===== src/rtl/wb8_pkg.sv =====
// Shared definitions for the 8-bit Wishbone bus decoder: FSM encoding, error data, SoC address map.
// Optional bus-error watchdog is enabled by defining WB8_BUS_DECODER_TIMEOUT_EN.
package wb8_pkg;

    localparam int unsigned WB_ADR_W = 32;
    localparam logic [7:0]  WB8_ERR_DATA = 8'hFF;

    typedef enum logic [1:0] {
        ST_IDLE,
        ST_BUSY,
        ST_ERR
    } wb8_state_e;

    // Standard SoC map; anything unmatched falls through to RAM (the default slave).
    localparam logic [WB_ADR_W-1:0] ROM_BASE    = 32'hFFFF_F000;
    localparam logic [WB_ADR_W-1:0] ROM_MASK    = 32'hFFFF_F800;
    localparam logic [WB_ADR_W-1:0] UART_BASE   = 32'hFFFF_F800;
    localparam logic [WB_ADR_W-1:0] UART_MASK   = 32'hFFFF_FF00;
    localparam logic [WB_ADR_W-1:0] SPI_BASE    = 32'hFFFF_F900;
    localparam logic [WB_ADR_W-1:0] SPI_MASK    = 32'hFFFF_FF00;
    localparam logic [WB_ADR_W-1:0] TIMER_BASE  = 32'hFFFF_FD00;
    localparam logic [WB_ADR_W-1:0] TIMER_MASK  = 32'hFFFF_FF00;
    localparam logic [WB_ADR_W-1:0] BUTTON_BASE = 32'hFFFF_FFE0;
    localparam logic [WB_ADR_W-1:0] BUTTON_MASK = 32'hFFFF_FFF0;
    localparam logic [WB_ADR_W-1:0] LEDS_BASE   = 32'hFFFF_FFF0;
    localparam logic [WB_ADR_W-1:0] LEDS_MASK   = 32'hFFFF_FFF0;

endpackage


===== src/rtl/wb8_watchdog.sv =====
// Saturating BUSY-cycle counter with terminal-count flag for the bus decoder.
// Counter exists only when WB8_BUS_DECODER_TIMEOUT_EN is defined; otherwise tc is tied low.
module wb8_watchdog #(
    parameter int unsigned TIMEOUT_CYCLES = 255
) (
    input  logic clk,
    input  logic rst_n,
    input  logic clr,
    input  logic en,
    output logic tc
);

`ifdef WB8_BUS_DECODER_TIMEOUT_EN
    localparam int unsigned   CNT_W   = $clog2(TIMEOUT_CYCLES + 1);
    localparam logic [CNT_W-1:0] CNT_MAX = '1;
    localparam logic [CNT_W-1:0] TC_VAL  = CNT_W'(TIMEOUT_CYCLES - 1);

    logic [CNT_W-1:0] cnt;

    always_ff @(posedge clk) begin
        if (!rst_n || clr) begin
            cnt <= '0;
        end else if (en && (cnt != CNT_MAX)) begin
            cnt <= cnt + CNT_W'(1);
        end
    end

    assign tc = en && (cnt == TC_VAL);
`else
    logic        unused_inputs;
    logic [15:0] unused_timeout;

    assign unused_inputs  = ^{clk, rst_n, clr, en};
    assign unused_timeout = 16'(TIMEOUT_CYCLES);
    assign tc             = 1'b0;
`endif

endmodule


===== src/rtl/wb8_bus_decoder.sv =====
// 8-bit Wishbone address decoder / response mux with per-access slave latch and abort handling.
// Define WB8_BUS_DECODER_TIMEOUT_EN to add the bus-error watchdog, ERR state and sticky error capture.
module wb8_bus_decoder
    import wb8_pkg::*;
#(
    parameter int unsigned           NSLAVES        = 6,
    parameter logic [32*NSLAVES-1:0] SLV_BASE       = {NSLAVES{32'h0}},
    parameter logic [32*NSLAVES-1:0] SLV_MASK       = {NSLAVES{32'h0}},
    parameter int unsigned           DEFAULT_SLAVE  = NSLAVES - 1,
    parameter int unsigned           TIMEOUT_CYCLES = 255
) (
    input  logic                  I_wb_clk,
    input  logic                  I_reset_n,
    input  logic [WB_ADR_W-1:0]   I_cpu_adr,
    input  logic                  I_cpu_stb,
    output logic [7:0]            O_cpu_dat,
    output logic                  O_cpu_ack,
    output logic                  O_cpu_stall,
    output logic [NSLAVES-1:0]    O_slv_stb,
    input  logic [8*NSLAVES-1:0]  I_slv_dat,
    input  logic [NSLAVES-1:0]    I_slv_ack,
    input  logic [NSLAVES-1:0]    I_slv_stall,
    input  logic                  I_err_clr,
    output logic                  O_bus_err,
    output logic [WB_ADR_W-1:0]   O_err_adr
);

    localparam int unsigned IDX_W = (NSLAVES > 1) ? $clog2(NSLAVES) : 1;

    wb8_state_e        state;
    logic [IDX_W-1:0]  sel_q;
    logic [IDX_W-1:0]  hit_idx;
    logic              hit_found;
    logic [IDX_W-1:0]  cur_idx;
    logic [7:0]        sel_dat;
    logic              sel_ack;
    logic              sel_stall;
    logic              access;
    logic              wd_clr;
    logic              wd_en;
    logic              wd_tc;

    // Lowest matching window wins; no match falls back to the default slave.
    always_comb begin
        hit_idx   = IDX_W'(DEFAULT_SLAVE);
        hit_found = 1'b0;
        for (int unsigned i = 0; i < NSLAVES; i++) begin
            if (!hit_found &&
                ((I_cpu_adr & SLV_MASK[32*i +: 32]) == (SLV_BASE[32*i +: 32] & SLV_MASK[32*i +: 32]))) begin
                hit_idx   = IDX_W'(i);
                hit_found = 1'b1;
            end
        end
    end

    // In IDLE the live decode drives the slave side; once BUSY the latched index holds.
    assign cur_idx   = (state == ST_IDLE) ? hit_idx : sel_q;
    assign sel_dat   = I_slv_dat[{cur_idx, 3'b000} +: 8];
    assign sel_ack   = I_slv_ack[cur_idx];
    assign sel_stall = I_slv_stall[cur_idx];
    assign access    = I_reset_n && I_cpu_stb && (state != ST_ERR);

    always_comb begin
        O_slv_stb   = '0;
        O_cpu_dat   = '0;
        O_cpu_ack   = 1'b0;
        O_cpu_stall = 1'b0;
        if (access) begin
            O_slv_stb[cur_idx] = 1'b1;
            O_cpu_dat          = sel_dat;
            O_cpu_ack          = sel_ack;
            O_cpu_stall        = sel_stall;
        end else if (I_reset_n && (state == ST_ERR)) begin
            O_cpu_dat = WB8_ERR_DATA;
            O_cpu_ack = 1'b1;
        end
    end

    assign wd_clr = (state == ST_IDLE);
    assign wd_en  = (state == ST_BUSY);

    wb8_watchdog #(
        .TIMEOUT_CYCLES(TIMEOUT_CYCLES)
    ) u_watchdog (
        .clk  (I_wb_clk),
        .rst_n(I_reset_n),
        .clr  (wd_clr),
        .en   (wd_en),
        .tc   (wd_tc)
    );

    always_ff @(posedge I_wb_clk) begin
        if (!I_reset_n) begin
            state <= ST_IDLE;
            sel_q <= '0;
        end else begin
            case (state)
                ST_IDLE: begin
                    if (I_cpu_stb) begin
                        sel_q <= hit_idx;
                        if (!sel_ack) begin
                            state <= ST_BUSY;
                        end
                    end
                end
                ST_BUSY: begin
                    if (!I_cpu_stb || sel_ack) begin
                        state <= ST_IDLE;
                    end else if (wd_tc) begin
                        state <= ST_ERR;
                    end
                end
                default: begin
                    state <= ST_IDLE;
                end
            endcase
        end
    end

`ifdef WB8_BUS_DECODER_TIMEOUT_EN
    logic [WB_ADR_W-1:0] adr_q;

    // Address is latched at the start of the access since the master may change it later.
    always_ff @(posedge I_wb_clk) begin
        if (!I_reset_n) begin
            adr_q     <= '0;
            O_bus_err <= 1'b0;
            O_err_adr <= '0;
        end else begin
            if ((state == ST_IDLE) && I_cpu_stb) begin
                adr_q <= I_cpu_adr;
            end
            if (state == ST_ERR) begin
                O_bus_err <= 1'b1;
                if (!O_bus_err) begin
                    O_err_adr <= adr_q;
                end
            end else if (I_err_clr) begin
                O_bus_err <= 1'b0;
                O_err_adr <= '0;
            end
        end
    end
`else
    logic unused_err_clr;

    assign unused_err_clr = I_err_clr;
    assign O_bus_err      = 1'b0;
    assign O_err_adr      = '0;
`endif

endmodule


===== config.mk =====
export PLATFORM = sky130hd
export DESIGN_NAME = wb8_bus_decoder
export DESIGN_NICKNAME = d
export VERILOG_FILES = /design/src/rtl/wb8_pkg.sv /design/src/rtl/wb8_watchdog.sv /design/src/rtl/wb8_bus_decoder.sv
export SDC_FILE = /design/constraint.sdc
export NUM_CORES = 1
export LEC_CHECK = 0
export ABC_AREA = 1
export CAP_MARGIN = 20
export CELL_PAD_IN_SITES_DETAIL_PLACEMENT = 1
export CELL_PAD_IN_SITES_GLOBAL_PLACEMENT = 1
export CORE_AREA = 10 10 47 49
export DETAILED_ROUTE_END_ITERATION = 10
export DIE_AREA = 0 0 57 59
export DONT_BUFFER_PORTS = 1
export GPL_TIMING_DRIVEN = 0
export PLACE_DENSITY = 0.95
export SETUP_SLACK_MARGIN = 0.4
export SYNTH_ARGS = -nofsm -noshare
export SYNTH_HDL_FRONTEND = slang
export SYNTH_SLANG_ARGS = --single-unit

===== constraint.sdc =====
create_clock -name I_wb_clk -period 1.07 [get_ports I_wb_clk]
set_input_delay 0.214 -clock I_wb_clk [delete_from_list [all_inputs] [get_ports I_wb_clk]]
set_output_delay 0.214 -clock I_wb_clk [all_outputs]
set_load 0.03 [all_outputs]

==> flow_summary.ini, run 1 <==
[outcome]
outcome = finished, final reports clean

[cells_and_area]
seq_area_um2 = 0
nets = 199
clock_buffers = 0
drive_gt1_frac = 0.525
area_growth_pct = 58.1
final_area_um2 = 661
fillers = 187
seq_cell_count = 0
diodes = 0
multi_input_area_um2 = 275

[worst_setup_path]
critPathTopFamily = simple AND/OR/NAND/NOR gates
cp-end-kind = primary output
cp_num_buf_inv = 1
path_cells = nand2_8 -> buf_12 -> nor2_4
cp_max_fo = 10
cp_data_arrival_time_ns = 0.61
critPathLaunchType = input pin
crit_required_ns = 0.86
critPathMaxStageDelay_ns = 0.20
cp_slowest_cell = nor2_4
crit_type = input pin to primary output

[floorplanning]
fp.dieH_um = 59
ios = 145
core_area_mm2 = 0.00140
die-area_mm2 = 0.00336
fp.dieW_um = 57
placementRows = 14
start_util = 0.298

[logic_synthesis]
synthDistinctLibCells = 8
synthAdderAreaFrac = 0
seq_area_frac_synth = 0
synth_area_um2 = 418
synth-xor-area-share = 0
synth_compound_area_frac = 0
avgSynthCellArea_um2 = 6.63
synthSimpleGateAreaFrac = 0.165
synth_commonest_cells = buf_4, inv_1, nor2_2
synth_top_family_by_area = buffers and inverters
yosysMostFrequentCell = buf_4
synth_top_area_frac = 0.701
yosysWarnings = 0
syn-instance-count = 63
yosys-top-cells-area = buf_4, nor2_2, inv_1
yosysTopAreaCell = buf_4
synth_mux_area_frac = 0

[detailed_routing]
routed_wl_um = 1490
viasPerCell = 3.06
detail_route.wl_per_cell_um = 12.7
ant_nets = 0
dr.pass1.iters = 2
drc_errors = 0
num_vias = 358
drt_iter0_markers = 2

[sta]
fin_crit_sh = 0.770
final_hold_viol_count = 0
rsz0062_at_grt = true
maxSlewViolCount = 0
tns_ns = 0
setup_viol = 0
fmax_mhz = 1210
fin_crit_ns = 0.824

[global_route]
antenna_found_initial = 0
overflow = 0
first_global_vias = 356
grt_pass1_wl_um = 2040
grt_util_all_layers = 0.0742
grt_max_degree = 11

[pwr]
p_per_area_mw_per_mm2 = 615
ir_drop_v = 0.000233
p_leak_uw = 0.000440

[flow_run]
max-cap-violations = 0

[place]
dpl.hpwl_um = 1470
routabilityCongestion = 0.651
port_buffers = 0
place_area_um2 = 648

[clocking]
ctsHoldBuffers = 0

[hold_path]
worst_hold_path_type = input pin to primary output
## cell families (layout without fill, tap and decap cells)
group                  count (synthesis)  in the layout
other                                  1             38
and+or+nand+nor                       11             11
buffers and inverters                 51             52
## per-stage QoR
step,std cells,power [uW],utilization,setup slack (ns),hold WS [ns]
6_report,117,407,0.471,0.246,0.570
3_3_place_gp,116,384,0.463,0.245,0.552
4_1_cts,117,392,0.471,0.239,0.571
5_1_grt,117,429,0.471,0.229,0.574
3_5_place_dp,116,387,0.463,0.235,0.552
2_1_floorplan,100,378,-,0.265,0.542
## report_power, final
part | switching (uW) | total (uW) | internal (uW)
Clock | 0 | 0 | 0
Sequential | 0 | 0 | 0
Combinational | 281 | 407 | 126
## cells in the final DEF (no fill, tap or decap), drive strengths merged
master | Yosys | routed
inv | 11 | 11
buf | 40 | 41
nand2 | 1 | 1
conb | 1 | 38
nor2 | 10 | 10
## layout make-up
type	count	area share
inverters	11	0.0625
plain buffers	40	0.479
well taps	16	0.0303
multi-input cells	49	0.417
repair buffers	1	0.0114
## layer usage
layer  track usage  vias to the layer above  routed length (um)
met5             0                        -                   0
met4             0                        0                   0
met3        0.0708                        0                 284
met2         0.141                       37                 789
met1        0.0564                      146                 411
li1              -                      175                   -
## path summary, 6_finish.rpt
kind	startpoint	endpoint	slack [ns]	cells past startpoint
worst max-delay path	I_reset_n	O_cpu_dat[7]	0.25	3
worst min-delay path	I_slv_stall[0]	O_cpu_stall	0.57	2
## timing repair
item,CTS,global route
resized for setup,1,0
setup endpoints to repair,11,11
setup buffers,1,0
pin swaps,1,1
Note: power is estimated with default switching activity, not from simulation.
==> inputs of run 2 (changes only) <==
CORE_AREA = unset   (was 10 10 47 49)
CORE_MARGIN = 10   (was unset)
CORE_UTILIZATION = 30   (was unset)
DIE_AREA = unset   (was 0 0 57 59)
PLACE_DENSITY = 0.93   (was 0.95)
clock period = 0.8 ns   (was 1.07 ns; I/O delays follow)
==> flow_summary.ini, run 2 (synthesis gave the netlist of run 1 again) <==
[global_route]
overflow = 0
grt_util_all_layers = 0.0789
grt_max_degree = 11
grt_pass1_wl_um = 2080
antenna_found_initial = 0
first_global_vias = 385

[worst_setup_path]
cp_data_arrival_time_ns = 0.56
cp-end-kind = primary output
worstSetupStartpoint = I_reset_n
critPathLaunchType = input pin
cp_max_fo = 5
crit_required_ns = 0.64
crit_type = input pin to primary output

[detailed_routing]
viasPerCell = 3.09
drc_errors = 0
dr.pass1.iters = 2
detail_route.wl_per_cell_um = 13.2
ant_nets = 0
num_vias = 359
drt_iter0_markers = 2
routed_wl_um = 1530

[sta]
fin_crit_ns = 0.719
worst_slack_ns = 0.0811
setup_viol = 0
fmax_mhz = 1390
whs_ns = 0.448
final_hold_viol_count = 0
rsz0062_at_grt = true
maxSlewViolCount = 0
tns_ns = 0
fin_crit_sh = 0.899

[pwr]
p_leak_uw = 0.000448
ir_drop_v = 0.000289
p_per_area_mw_per_mm2 = 818

[place]
routabilityCongestion = 0.607
dpl.hpwl_um = 1490
port_buffers = 0
dp.cells = 115
place_area_um2 = 647
pre_cts_ws_ns = 0.0810

[cells_and_area]
seq_cell_count = 0
clock_buffers = 0
stdcell_count = 116
seq_area_um2 = 0
diodes = 0
final_area_um2 = 672
area_growth_pct = 60.8
nets = 199
drive_gt1_frac = 0.525
fillers = 182
final_cell_mix = buf_4, conb_1, inv_1, nor2_4

[floorplanning]
die-area_mm2 = 0.00329
fp.dieH_um = 57.3
fp.dieW_um = 57.3
ios = 145
start_util = 0.321
placementRows = 13
core_area_mm2 = 0.00130

[hold_path]
hp-start = I_slv_stall[0]
min_to = O_cpu_stall
holdPathStages = 2
worst_hold_path_type = input pin to primary output

[clocking]
ctsResizeCount = 0

[flow_run]
max-cap-violations = 0

[outcome]
outcome = finished, final reports clean
run 2: cell count changes in the layout (fill, tap and decap cells not counted):
cell,before,now
buf_4,39,38
clkbuf_16,0,1
nor2_2,0,1
nor2_4,10,9
run 2: stage by stage:
step / utilization / power, uW
after floorplan: - / 505
after global placement: 0.497 / 513
after detailed placement: 0.497 / 515
after CTS: 0.497 / 516
after global routing: 0.516 / 582
final: 0.516 / 549
run 2: cell type report:
cell class,count,area (um^2),area share
plain buffers,40,317,0.471
inverters,11,41.3,0.0615
multi-input cells,49,270,0.402
well taps,15,18.8,0.0279
repair buffers,1,25.0,0.0372
run 2: worst max-delay path by stage:
stage,slack [ns],cells after the start,endpoint
after floorplan,0.10,4,O_slv_stb[0]
final,0.08,3,O_cpu_dat[7]
after global placement,0.08,3,O_cpu_dat[6]
after detailed placement,0.08,3,O_cpu_dat[6]
after CTS,0.08,4,O_slv_stb[0]
after global routing,0.06,3,O_cpu_dat[0]
run 2: critical path: stages:
cell and delay, ns:
nand2_8 0.05, clkbuf_16 0.16, nor2_4 0.19
run 2: timing repair:
item | 4_1_cts | 5_1_grt
pin swaps | 0 | 0
setup buffers | 0 | 0
setup endpoints to repair | 11 | 11
hold buffers | 0 | 0
gates cloned | 0 | 1
run 2: per-layer routing:
metal / GRT usage / vias up / wire length, um
met1: 0.0443 / 149 / 338
met5: 0 / - / 0
met2: 0.157 / 35 / 840
met4: 0 / 0 / 0
met3: 0.0929 / 0 / 350
li1: - / 175 / -
run 2: where the power goes:
| group | leakage [uW] | internal, uW | switching [uW] |
|---|---|---|---|
| clock | 0 | 0 | 0 |
| combinational | 0.000448 | 175 | 374 |
| sequential | 0 | 0 | 0 |
